==> src/rtl/framebuffer_arbiter.sv <==
// framebuffer_arbiter
// Shares one single-port synchronous framebuffer RAM between the CPU data
// bus (read/write) and the GPU pixel fetch port (read-only).
//
// Each access is a three-cycle req/ack handshake:
//   IDLE  : arbitrate, latch the winner's command into the mem_* registers
//   ISSUE : mem_en=1 for exactly this cycle, the RAM samples the command
//   RESP  : RAM data is valid; it is registered into the owner's rdata and
//           the owner's ack pulses in the following cycle (back in IDLE).
//
// Arbitration on simultaneous requests:
//   default build        : fixed GPU priority; after MAX_GPU_BURST
//                          consecutive GPU grants made while the CPU waits,
//                          the CPU wins one grant.
//   ARB_ROUND_ROBIN_EN   : winners alternate via a last_owner register
//                          (reset value CPU, so the GPU wins the first tie).
//
// All memory-side and requester-side outputs come straight from flops.

module framebuffer_arbiter #(
  parameter int ADDR_W        = 11,
  parameter int DATA_W        = 16,
  parameter int MAX_GPU_BURST = 4
) (
  input  logic              clock,
  input  logic              reset,

  input  logic              cpu_req,
  input  logic              cpu_we,
  input  logic [ADDR_W-1:0] cpu_addr,
  input  logic [DATA_W-1:0] cpu_wdata,
  output logic [DATA_W-1:0] cpu_rdata,
  output logic              cpu_ack,

  input  logic              gpu_req,
  input  logic [ADDR_W-1:0] gpu_addr,
  output logic [DATA_W-1:0] gpu_rdata,
  output logic              gpu_ack,

  output logic              mem_en,
  output logic              mem_we,
  output logic [ADDR_W-1:0] mem_addr,
  output logic [DATA_W-1:0] mem_wdata,
  input  logic [DATA_W-1:0] mem_rdata
);

  typedef enum logic [1:0] {
    ST_IDLE  = 2'd0,
    ST_ISSUE = 2'd1,
    ST_RESP  = 2'd2
  } state_t;

  typedef enum logic [1:0] {
    OWN_NONE = 2'd0,
    OWN_CPU  = 2'd1,
    OWN_GPU  = 2'd2
  } owner_t;

  // ---------------------------------------------------------------------
  // State and output registers
  // ---------------------------------------------------------------------
  state_t              state_q,     state_d;
  owner_t              owner_q,     owner_d;
  logic                mem_en_q,    mem_en_d;
  logic                mem_we_q,    mem_we_d;
  logic [ADDR_W-1:0]   mem_addr_q,  mem_addr_d;
  logic [DATA_W-1:0]   mem_wdata_q, mem_wdata_d;
  logic                cpu_ack_q,   cpu_ack_d;
  logic                gpu_ack_q,   gpu_ack_d;
  logic [DATA_W-1:0]   cpu_rdata_q, cpu_rdata_d;
  logic [DATA_W-1:0]   gpu_rdata_q, gpu_rdata_d;

  // Grant decision for the current IDLE cycle (meaningless elsewhere).
  logic                grant_cpu_s;
  logic                grant_gpu_s;

`ifdef ARB_ROUND_ROBIN_EN
  // Winner of the most recent grant; only ever OWN_CPU or OWN_GPU.
  owner_t              last_owner_q, last_owner_d;
`else
  // Counts GPU grants made while the CPU was kept waiting. A 4-bit counter
  // covers the whole legal MAX_GPU_BURST range of 1..15.
  localparam int                CNT_W       = 4;
  localparam logic [CNT_W-1:0]  BURST_LIMIT = CNT_W'(MAX_GPU_BURST);
  localparam logic [CNT_W-1:0]  CNT_ONE     = CNT_W'(1);

  logic [CNT_W-1:0]    starve_cnt_q, starve_cnt_d;
`endif

  // ---------------------------------------------------------------------
  // Arbitration
  // ---------------------------------------------------------------------

  // Pick the winner among the current requests; a lone requester always wins.
  always_comb begin
    grant_cpu_s = 1'b0;
    grant_gpu_s = 1'b0;
    if (cpu_req && gpu_req) begin
`ifdef ARB_ROUND_ROBIN_EN
      if (last_owner_q == OWN_CPU) begin
        grant_gpu_s = 1'b1;
      end else begin
        grant_cpu_s = 1'b1;
      end
`else
      if (starve_cnt_q == BURST_LIMIT) begin
        grant_cpu_s = 1'b1;
      end else begin
        grant_gpu_s = 1'b1;
      end
`endif
    end else if (cpu_req) begin
      grant_cpu_s = 1'b1;
    end else if (gpu_req) begin
      grant_gpu_s = 1'b1;
    end else begin
      grant_cpu_s = 1'b0;
      grant_gpu_s = 1'b0;
    end
  end

`ifdef ARB_ROUND_ROBIN_EN
  // Remember who won the latest grant so the next tie goes the other way.
  always_comb begin
    last_owner_d = last_owner_q;
    if (state_q == ST_IDLE) begin
      if (grant_cpu_s) begin
        last_owner_d = OWN_CPU;
      end else if (grant_gpu_s) begin
        last_owner_d = OWN_GPU;
      end else begin
        last_owner_d = last_owner_q;
      end
    end else begin
      last_owner_d = last_owner_q;
    end
  end

  // last_owner register; CPU after reset so the GPU takes the first tie.
  always_ff @(posedge clock or negedge reset) begin
    if (!reset) begin
      last_owner_q <= OWN_CPU;
    end else begin
      last_owner_q <= last_owner_d;
    end
  end
`else
  // Starvation counter: bump on GPU grants while the CPU waits, clear once
  // the CPU is served or stops asking; saturate at the burst limit.
  always_comb begin
    starve_cnt_d = starve_cnt_q;
    if (state_q == ST_IDLE) begin
      if (grant_cpu_s || !cpu_req) begin
        starve_cnt_d = {CNT_W{1'b0}};
      end else if (grant_gpu_s && (starve_cnt_q != BURST_LIMIT)) begin
        starve_cnt_d = starve_cnt_q + CNT_ONE;
      end else begin
        starve_cnt_d = starve_cnt_q;
      end
    end else begin
      starve_cnt_d = starve_cnt_q;
    end
  end

  // Starvation counter register.
  always_ff @(posedge clock or negedge reset) begin
    if (!reset) begin
      starve_cnt_q <= {CNT_W{1'b0}};
    end else begin
      starve_cnt_q <= starve_cnt_d;
    end
  end
`endif

  // ---------------------------------------------------------------------
  // Access sequencer
  // ---------------------------------------------------------------------

  // Next-state and output-register logic of the IDLE/ISSUE/RESP sequencer.
  always_comb begin
    state_d     = state_q;
    owner_d     = owner_q;
    mem_en_d    = mem_en_q;
    mem_we_d    = mem_we_q;
    mem_addr_d  = mem_addr_q;
    mem_wdata_d = mem_wdata_q;
    cpu_rdata_d = cpu_rdata_q;
    gpu_rdata_d = gpu_rdata_q;
    cpu_ack_d   = 1'b0;
    gpu_ack_d   = 1'b0;

    case (state_q)
      ST_IDLE: begin
        if (grant_cpu_s) begin
          state_d     = ST_ISSUE;
          owner_d     = OWN_CPU;
          mem_en_d    = 1'b1;
          mem_we_d    = cpu_we;
          mem_addr_d  = cpu_addr;
          mem_wdata_d = cpu_wdata;
        end else if (grant_gpu_s) begin
          // GPU fetches are read-only; write data is left as it was.
          state_d     = ST_ISSUE;
          owner_d     = OWN_GPU;
          mem_en_d    = 1'b1;
          mem_we_d    = 1'b0;
          mem_addr_d  = gpu_addr;
        end else begin
          state_d     = ST_IDLE;
          owner_d     = OWN_NONE;
          mem_en_d    = 1'b0;
          mem_we_d    = 1'b0;
        end
      end

      ST_ISSUE: begin
        // The RAM takes the command at the end of this cycle.
        state_d  = ST_RESP;
        mem_en_d = 1'b0;
        mem_we_d = 1'b0;
      end

      ST_RESP: begin
        // RAM data is valid now; hand it to the owner with a one-cycle ack.
        // For writes the captured word is the RAM's read-during-write value.
        state_d = ST_IDLE;
        owner_d = OWN_NONE;
        if (owner_q == OWN_CPU) begin
          cpu_rdata_d = mem_rdata;
          cpu_ack_d   = 1'b1;
        end else if (owner_q == OWN_GPU) begin
          gpu_rdata_d = mem_rdata;
          gpu_ack_d   = 1'b1;
        end else begin
          cpu_ack_d   = 1'b0;
          gpu_ack_d   = 1'b0;
        end
      end

      default: begin
        state_d  = ST_IDLE;
        owner_d  = OWN_NONE;
        mem_en_d = 1'b0;
        mem_we_d = 1'b0;
      end
    endcase
  end

  // Sequencer and output registers; reset drops any access in flight.
  always_ff @(posedge clock or negedge reset) begin
    if (!reset) begin
      state_q     <= ST_IDLE;
      owner_q     <= OWN_NONE;
      mem_en_q    <= 1'b0;
      mem_we_q    <= 1'b0;
      mem_addr_q  <= {ADDR_W{1'b0}};
      mem_wdata_q <= {DATA_W{1'b0}};
      cpu_ack_q   <= 1'b0;
      gpu_ack_q   <= 1'b0;
      cpu_rdata_q <= {DATA_W{1'b0}};
      gpu_rdata_q <= {DATA_W{1'b0}};
    end else begin
      state_q     <= state_d;
      owner_q     <= owner_d;
      mem_en_q    <= mem_en_d;
      mem_we_q    <= mem_we_d;
      mem_addr_q  <= mem_addr_d;
      mem_wdata_q <= mem_wdata_d;
      cpu_ack_q   <= cpu_ack_d;
      gpu_ack_q   <= gpu_ack_d;
      cpu_rdata_q <= cpu_rdata_d;
      gpu_rdata_q <= gpu_rdata_d;
    end
  end

  assign mem_en    = mem_en_q;
  assign mem_we    = mem_we_q;
  assign mem_addr  = mem_addr_q;
  assign mem_wdata = mem_wdata_q;
  assign cpu_ack   = cpu_ack_q;
  assign gpu_ack   = gpu_ack_q;
  assign cpu_rdata = cpu_rdata_q;
  assign gpu_rdata = gpu_rdata_q;

endmodule

==> config.mk <==
export PLATFORM = sky130hd
export DESIGN_NAME = framebuffer_arbiter
export DESIGN_NICKNAME = d
export VERILOG_FILES = /design/src/rtl/framebuffer_arbiter.sv
export SDC_FILE = /design/constraint.sdc
export NUM_CORES = 1
export LEC_CHECK = 0
export CORE_UTILIZATION = 40
export CTS_CLUSTER_SIZE = 20
export DETAILED_ROUTE_END_ITERATION = 16
export PLACE_DENSITY = 0.75
export SLEW_MARGIN = 10
export SYNTH_ARGS = -nofsm -noshare
export SYNTH_HDL_FRONTEND = slang
export SYNTH_SLANG_ARGS = --single-unit
==> constraint.sdc <==
create_clock -name clock -period 4.05 [get_ports clock]
set_input_delay 0.81 -clock clock [delete_from_list [all_inputs] [get_ports clock]]
set_output_delay 0.81 -clock clock [all_outputs]
set_load 0.05 [all_outputs]
==> results.sh, run 1 <==
export IMPL_crit_path_max_incr_delay_ns=0.69
export IMPL_core_mm2=0.007292
export IMPL_synthMuxAreaShare_pct=19.48
export IMPL_drv_cap=0
export IMPL_rrSetupSlack_ns=1.87
export IMPL_synth_cell_types=36
export IMPL_cts_buffers=9
export IMPL_finClkSkew_ns=0.01472
export IMPL_worst_slack_ns=1.401
export IMPL_synth_area_per_cell_um2=13.85
export IMPL_critPathCaptureType="flop"
export IMPL_finalMaxSlewViolations=0
export IMPL_nFillCells=625
export IMPL_reg2reg_depth=3
export IMPL_finalWirelength_um=6919
export IMPL_fp_row_count=31
export IMPL_grt_overflow=0
export IMPL_fp_dieArea_mm2=0.007900
export IMPL_root_buffer="clkbuf_8"
export IMPL_io_pins=122
export IMPL_peakVddDrop_mv=0.3462
export IMPL_drtIter0Drc=95
export IMPL_use_met3_pct=4.571
export IMPL_avgRoutedWirePerCell_um=15.69
export IMPL_cpMaxStageDelayCell="clkdlybuf4s50_1"
export IMPL_min_period_ns=2.649
export IMPL_use_met2_pct=30.98
export IMPL_portBuffers=121
export IMPL_postSynth_topFlopCell="dfrtp_1"
export IMPL_die_width_um=88.88
export IMPL_synth_area_leaders="dfrtp_1 59%, mux2_2 12%, mux2_4 5.0%"
export IMPL_final_antenna_net_count=0
export IMPL_start_util_pct=41.40
export IMPL_grt_busiest_layer="met2"
export IMPL_status="finished clean"
export IMPL_setup_viol=0
export IMPL_post_cts_buffers=0
export IMPL_dp_cells=425
export IMPL_grtUsageMet1_pct=22.33
export IMPL_r2r_start="state_q[1]"
export IMPL_cts_htree_levels=3
export IMPL_synth_fa_ha_area_share_pct=0.8288
export IMPL_synth_simple_area_share_pct=9.159
export IMPL_grt_pass1_vias=2229
export IMPL_via_per_inst=4.946
export IMPL_synth_xor_area_share_pct=0
export IMPL_worstPathArrival_ns=2.87
export IMPL_antenna_cells=0
export IMPL_startpoint_type="input pin"
export IMPL_cts_sink_count=71
export IMPL_synthesis_nets=279
export IMPL_antenna_found_initial=0
export IMPL_ctsResizeCount=0
export IMPL_cp_cell_sequence="clkdlybuf4s50_1, nand2b_1, a21oi_4, mux2_2"
export IMPL_path_class="input pin to flop"
export IMPL_grt_usage_pct=18.39
export IMPL_synth_cells=218
export IMPL_path_max_fanout=16
export IMPL_drive_above_1_share_pct=19.30
export IMPL_ys_warn_count=0
export IMPL_finalNetCount=398
export IMPL_relSlewSlack_pct=33.59
export IMPL_rsz0062_at_grt="false"
export IMPL_synth_top_family_by_area="multiplexers"
export IMPL_p_leak_nw=1.898
export IMPL_cts_tree="done"
export IMPL_netlist_area_leader_share_pct=58.85
export IMPL_synth_compound_area_share_pct=6.258
export IMPL_required_ns=4.27
export IMPL_die_y_um=88.88
export IMPL_yosysTopAreaCell="dfrtp_1"
export IMPL_hold_violations=0
export IMPL_fmax_mhz=377.5
export IMPL_fin_tns_setup_ns=0
export IMPL_synth_ff_latch_count=71
export IMPL_async_flop_share_pct=100.0
export IMPL_worst_slew_pin_slew_ns=0.9951
export IMPL_gp_congestion=0.7953
export IMPL_instances_no_fill=441
export IMPL_cts_reportedPaths_clkPinSlew_ns=0.07
export IMPL_power_density_mw_per_mm2=949.8
export IMPL_vias=2181
export IMPL_ys_seq_area_share_pct=58.85
export IMPL_period_share_pct=65.41
export IMPL_areaGrowthSynthToFinish_pct=47.53
export IMPL_firstDrtPassIters=4
export IMPL_synth_area_mm2=0.003019
export IMPL_cts_path_max_buffers=2
export IMPL_dp_hpwl_um=5026
export IMPL_place_ws_ns=1.061
export IMPL_finalPower_w=0.004231
export IMPL_r2r_end="mem_addr[4]"
export IMPL_grt_pass1_wl_um=10810
export IMPL_synth_edf_count=0
export IMPL_post_route_drc_count=0
export IMPL_grt_max_degree=55
export IMPL_hp_class="input pin to asynchronous set/reset pin"
export IMPL_hold_buffers=0
export IMPL_clk_latency_ns=0.34
## metrics by stage
step | util (%) | hold slack, ns | cell area (um2)
6_report | 61.08 | 0.3916 | 4454
5_1_grt | 61.08 | 0.4087 | 4454
4_1_cts | 61.08 | 0.3999 | 4454
3_5_place_dp | 58.27 | 0.4787 | 4249
3_3_place_gp | 58.27 | 0.4686 | 4249
2_1_floorplan | - | 0.4696 | 3019
## cells in the mapped netlist, drive strengths merged, types with 2 or more instances
| cell type | instances |
|---|---|
| dfrtp | 71 |
| a21oi | 3 |
| and4bb | 2 |
| or2 | 3 |
| ha | 2 |
| nand3 | 12 |
| a21o | 2 |
| and2 | 2 |
| clkbuf | 3 |
| o221ai | 11 |
| mux2 | 48 |
| nand2 | 7 |
| buf | 11 |
| nand4 | 11 |
| nor2 | 2 |
| o21ai | 2 |
| inv | 15 |
## cells by family (layout without fill, tap and decap cells)
group | count (synthesis) | in the layout
compound gates | 23 | 23
buf+inv | 29 | 153
mux | 49 | 49
simple gates | 44 | 44
flops | 71 | 71
fa+ha+maj | 2 | 2
## metal layers
metal / part of all wire (%) / vias to the layer above / wire (um)
li1: - / 1022 / -
met1: 42 / 1062 / 2902
met2: 49 / 87 / 3386
met3: 7.5 / 10 / 518
met4: 1.6 / 0 / 112
met5: 0 / - / 0
## placed cells by master (no fill, tap or decap), types with 2 or more instances in the layout
master / synthesis / layout
o21ai_0: 2 / 2
mux2_1: 6 / 6
clkbuf_1: 3 / 3
nand2_1: 7 / 7
nand3_1: 12 / 12
inv_1: 15 / 15
clkbuf_8: 0 / 9
clkinv_2: 0 / 2
bufinv_16: 0 / 2
o221ai_1: 11 / 11
a21oi_1: 2 / 2
mux2_4: 10 / 10
a21o_1: 2 / 2
nand4_1: 11 / 11
dfrtp_1: 71 / 71
mux2_2: 32 / 32
ha_1: 2 / 2
and4bb_2: 2 / 2
and2_1: 2 / 2
clkdlybuf4s50_1: 0 / 120
or2_2: 2 / 2
## registers in the layout, indices dropped and copies added, names as in the netlist
register and flops:
cpu_ack 1, state_q 2, gpu_rdata 16, starve_cnt_q 4, mem_addr 11, mem_en 1
mem_we 1, cpu_rdata 16, mem_wdata 16, gpu_ack 1, owner_q 2
## final cells by class
cell class / instances / area (um2) / share of cell area, %
well taps: 99 / 123.9 / 2.781
inverters: 15 / 56.30 / 1.264
flip-flops and latches: 71 / 1777 / 39.89
clock inverters: 4 / 70.07 / 1.573
clock buffers: 12 / 135.1 / 3.034
repair buffers: 122 / 1214 / 27.25
multi-input cells: 118 / 1079 / 24.21
## critical path: cells and delay by family
kind / cells / cell delay [ns]
buf+inv: 1 / 0.69
compound gates: 1 / 0.59
mux: 1 / 0.40
simple gates: 1 / 0.37
## worst max path at each step
stage / startpoint / slack, ns / to
global route: gpu_req / 1.31 / mem_wdata[2]
global placement: gpu_req / 1.13 / mem_wdata[0]
finish: gpu_req / 1.40 / mem_wdata[2]
CTS: gpu_req / 1.43 / mem_wdata[4]
detailed placement: gpu_req / 1.06 / mem_wdata[2]
floorplan: gpu_req / 2.18 / mem_wdata[10]
## power by group
part           switching, W  internal (W)  leakage (nW)
clock              0.000248      0.000346         0.104
combinational       0.00151      0.000890         0.913
sequential         0.000199       0.00104         0.881
Power figures use the tool's default switching activity.
==> run 2: changes to the inputs <==
--- a/config.mk
+++ b/config.mk
@@ -5,10 +5,10 @@
 export SDC_FILE = /design/constraint.sdc
 export NUM_CORES = 1
 export LEC_CHECK = 0
-export CORE_UTILIZATION = 40
+export CORE_UTILIZATION = 39
 export CTS_CLUSTER_SIZE = 20
 export DETAILED_ROUTE_END_ITERATION = 16
-export PLACE_DENSITY = 0.75
+export PLACE_DENSITY = 0.76
 export SLEW_MARGIN = 10
 export SYNTH_ARGS = -nofsm -noshare
 export SYNTH_HDL_FRONTEND = slang
==> constraint.sdc (replaced) <==
create_clock -name clock -period 2.1 [get_ports clock]
set_input_delay 0.42 -clock clock [delete_from_list [all_inputs] [get_ports clock]]
set_output_delay 0.42 -clock clock [all_outputs]
set_load 0.05 [all_outputs]
==> run 2 against run 1 <==
- sequential share of layout area shrank 0.98 points
- core utilization grew 0.88 points
- first-iteration DRC count shrank 63%
- wire length shrank 4.1%
- flip-flop and latch count is the same
- combinational power grew 96%
- setup slack lost 1.2 ns
- cell count grew 1.8%
- via count grew 1.5%
- clock-buffer cell count shrank 2
- cell area grew 2.5%
==> results.sh, run 2 (synthesized netlist as in run 1, its figures left out) <==
export IMPL_status="finished clean"
export IMPL_r2r_start="starve_cnt_q[0]"
export IMPL_r2r_end="mem_addr[4]"
export IMPL_cpMaxStageDelayCell="clkdlybuf4s50_1"
export IMPL_ctsResizeCount=0
export IMPL_vias=2213
export IMPL_finalMaxSlewViolations=0
export IMPL_drive_above_1_share_pct=22.00
export IMPL_cts_htree_levels=3
export IMPL_p_leak_nw=1.949
export IMPL_die_y_um=89.99
export IMPL_avgRoutedWirePerCell_um=14.78
export IMPL_layout_commonest_cell="clkdlybuf4s50_1"
export IMPL_worstPathArrival_ns=1.52
export IMPL_finalWirelength_um=6635
export IMPL_finalNetCount=406
export IMPL_fp_dieArea_mm2=0.008097
export IMPL_setup_viol=0
export IMPL_cts_reportedPaths_clkPinSlew_ns=0.08
export IMPL_final_cell_mix="120 x clkdlybuf4s50_1, 71 x dfrtp_1, 32 x mux2_2"
export IMPL_path_delay_family="buffers and inverters"
export IMPL_power_density_mw_per_mm2=1817
export IMPL_via_per_inst=4.929
export IMPL_worst_slew_pin_slew_ns=0.5315
export IMPL_finalPower_w=0.008298
export IMPL_portBuffers=121
export IMPL_path_class="flop to primary output"
export IMPL_required_ns=1.68
export IMPL_startpoint_type="flop"
export IMPL_antenna_found_initial=0
export IMPL_grt_overflow=0
export IMPL_root_buffer="clkbuf_8"
export IMPL_reg2reg_depth=6
export IMPL_peakVddDrop_mv=0.7613
export IMPL_post_cts_buffers=0
export IMPL_rrSetupSlack_ns=0.31
export IMPL_grt_pass1_vias=2302
export IMPL_grt_usage_pct=17.66
export IMPL_grt_max_degree=38
export IMPL_io_pins=122
export IMPL_period_share_pct=92.58
export IMPL_cts_tree="done"
export IMPL_fin_tns_setup_ns=0
export IMPL_die_width_um=89.99
export IMPL_crit_path_max_incr_delay_ns=0.81
export IMPL_hold_violations=0
export IMPL_path_max_fanout=2
export IMPL_post_route_util_pct=61.97
export IMPL_final_antenna_net_count=0
export IMPL_core_mm2=0.007370
export IMPL_relSlewSlack_pct=64.45
export IMPL_drtIter0Drc=35
export IMPL_fp_row_count=31
export IMPL_firstDrtPassIters=4
export IMPL_path_buf_inv=1
export IMPL_nFillCells=618
export IMPL_cp_cell_sequence="clkdlybuf4s50_1"
export IMPL_hold_buffers=0
export IMPL_rsz0062_at_grt="false"
export IMPL_post_route_drc_count=0
export IMPL_cts_path_max_buffers=2
export IMPL_cts_buffers=9
export IMPL_start_util_pct=40.97
export IMPL_drv_cap=0
export IMPL_dp_hpwl_um=4763
export IMPL_min_period_ns=1.944
export IMPL_critPathCaptureType="primary output"
export IMPL_cts_sink_count=71
export IMPL_fmax_mhz=514.3
export IMPL_gp_congestion=0.7798
export IMPL_hp_class="input pin to asynchronous set/reset pin"
export IMPL_grt_pass1_wl_um=11250
export IMPL_clk_latency_ns=0.34
export IMPL_antenna_cells=0
export IMPL_finClkSkew_ns=0.01020
export IMPL_areaGrowthSynthToFinish_pct=51.26
## run 2: layout make-up
class                      count  area (um2)  share of cell area, %
tap                           99       123.9                  2.712
clock buffer                  10       137.6                  3.014
inverter                      15       56.30                  1.233
timing repair buffer         130        1301                  28.49
clock inverter                 6       92.59                  2.027
sequential                    71        1777                  38.90
multi-input combinational    118        1079                  23.62
## run 2: through the flow
| step | area [um2] | cells | setup slack (ns) | hold slack [ns] |
|---|---|---|---|---|
| floorplan | 3019 | 218 | 0.4425 | 0.1244 |
| global placement | 4337 | 433 | 0.1199 | 0.4080 |
| detailed placement | 4337 | 433 | 0.08124 | 0.4031 |
| CTS | 4567 | 449 | 0.1313 | 0.02574 |
| global route | 4567 | 449 | 0.09537 | 0.04544 |
| finish | 4567 | 449 | 0.1558 | 0.02209 |
## run 2: report_power, final
part           leakage [nW]  internal, W  switching [W]
Clock                 0.109     0.000707       0.000518
Sequential            0.881      0.00201       0.000357
Combinational         0.959      0.00178        0.00293
Total                  1.95      0.00449        0.00380
## run 2: worst max path at each step
stage	cells after the start	to	from	slack, ns
after global placement	5	mem_addr[6]	cpu_req	0.12
after CTS	1	mem_wdata[11]	mem_wdata[11]	0.13
final	1	mem_addr[2]	mem_addr[2]	0.16
after floorplan	6	mem_wdata[10]	starve_cnt_q[0]	0.44
after detailed placement	5	mem_addr[2]	cpu_req	0.08
after global routing	1	cpu_rdata[3]	cpu_rdata[3]	0.1
## run 2: routing by layer
metal	routed length [um]	GRT usage, %	part of all wire [%]
met1	2836	22.56	43
met2	3404	29.36	51
met3	286	3.130	4.3
met4	108	8.065	1.6
met5	0	0	0
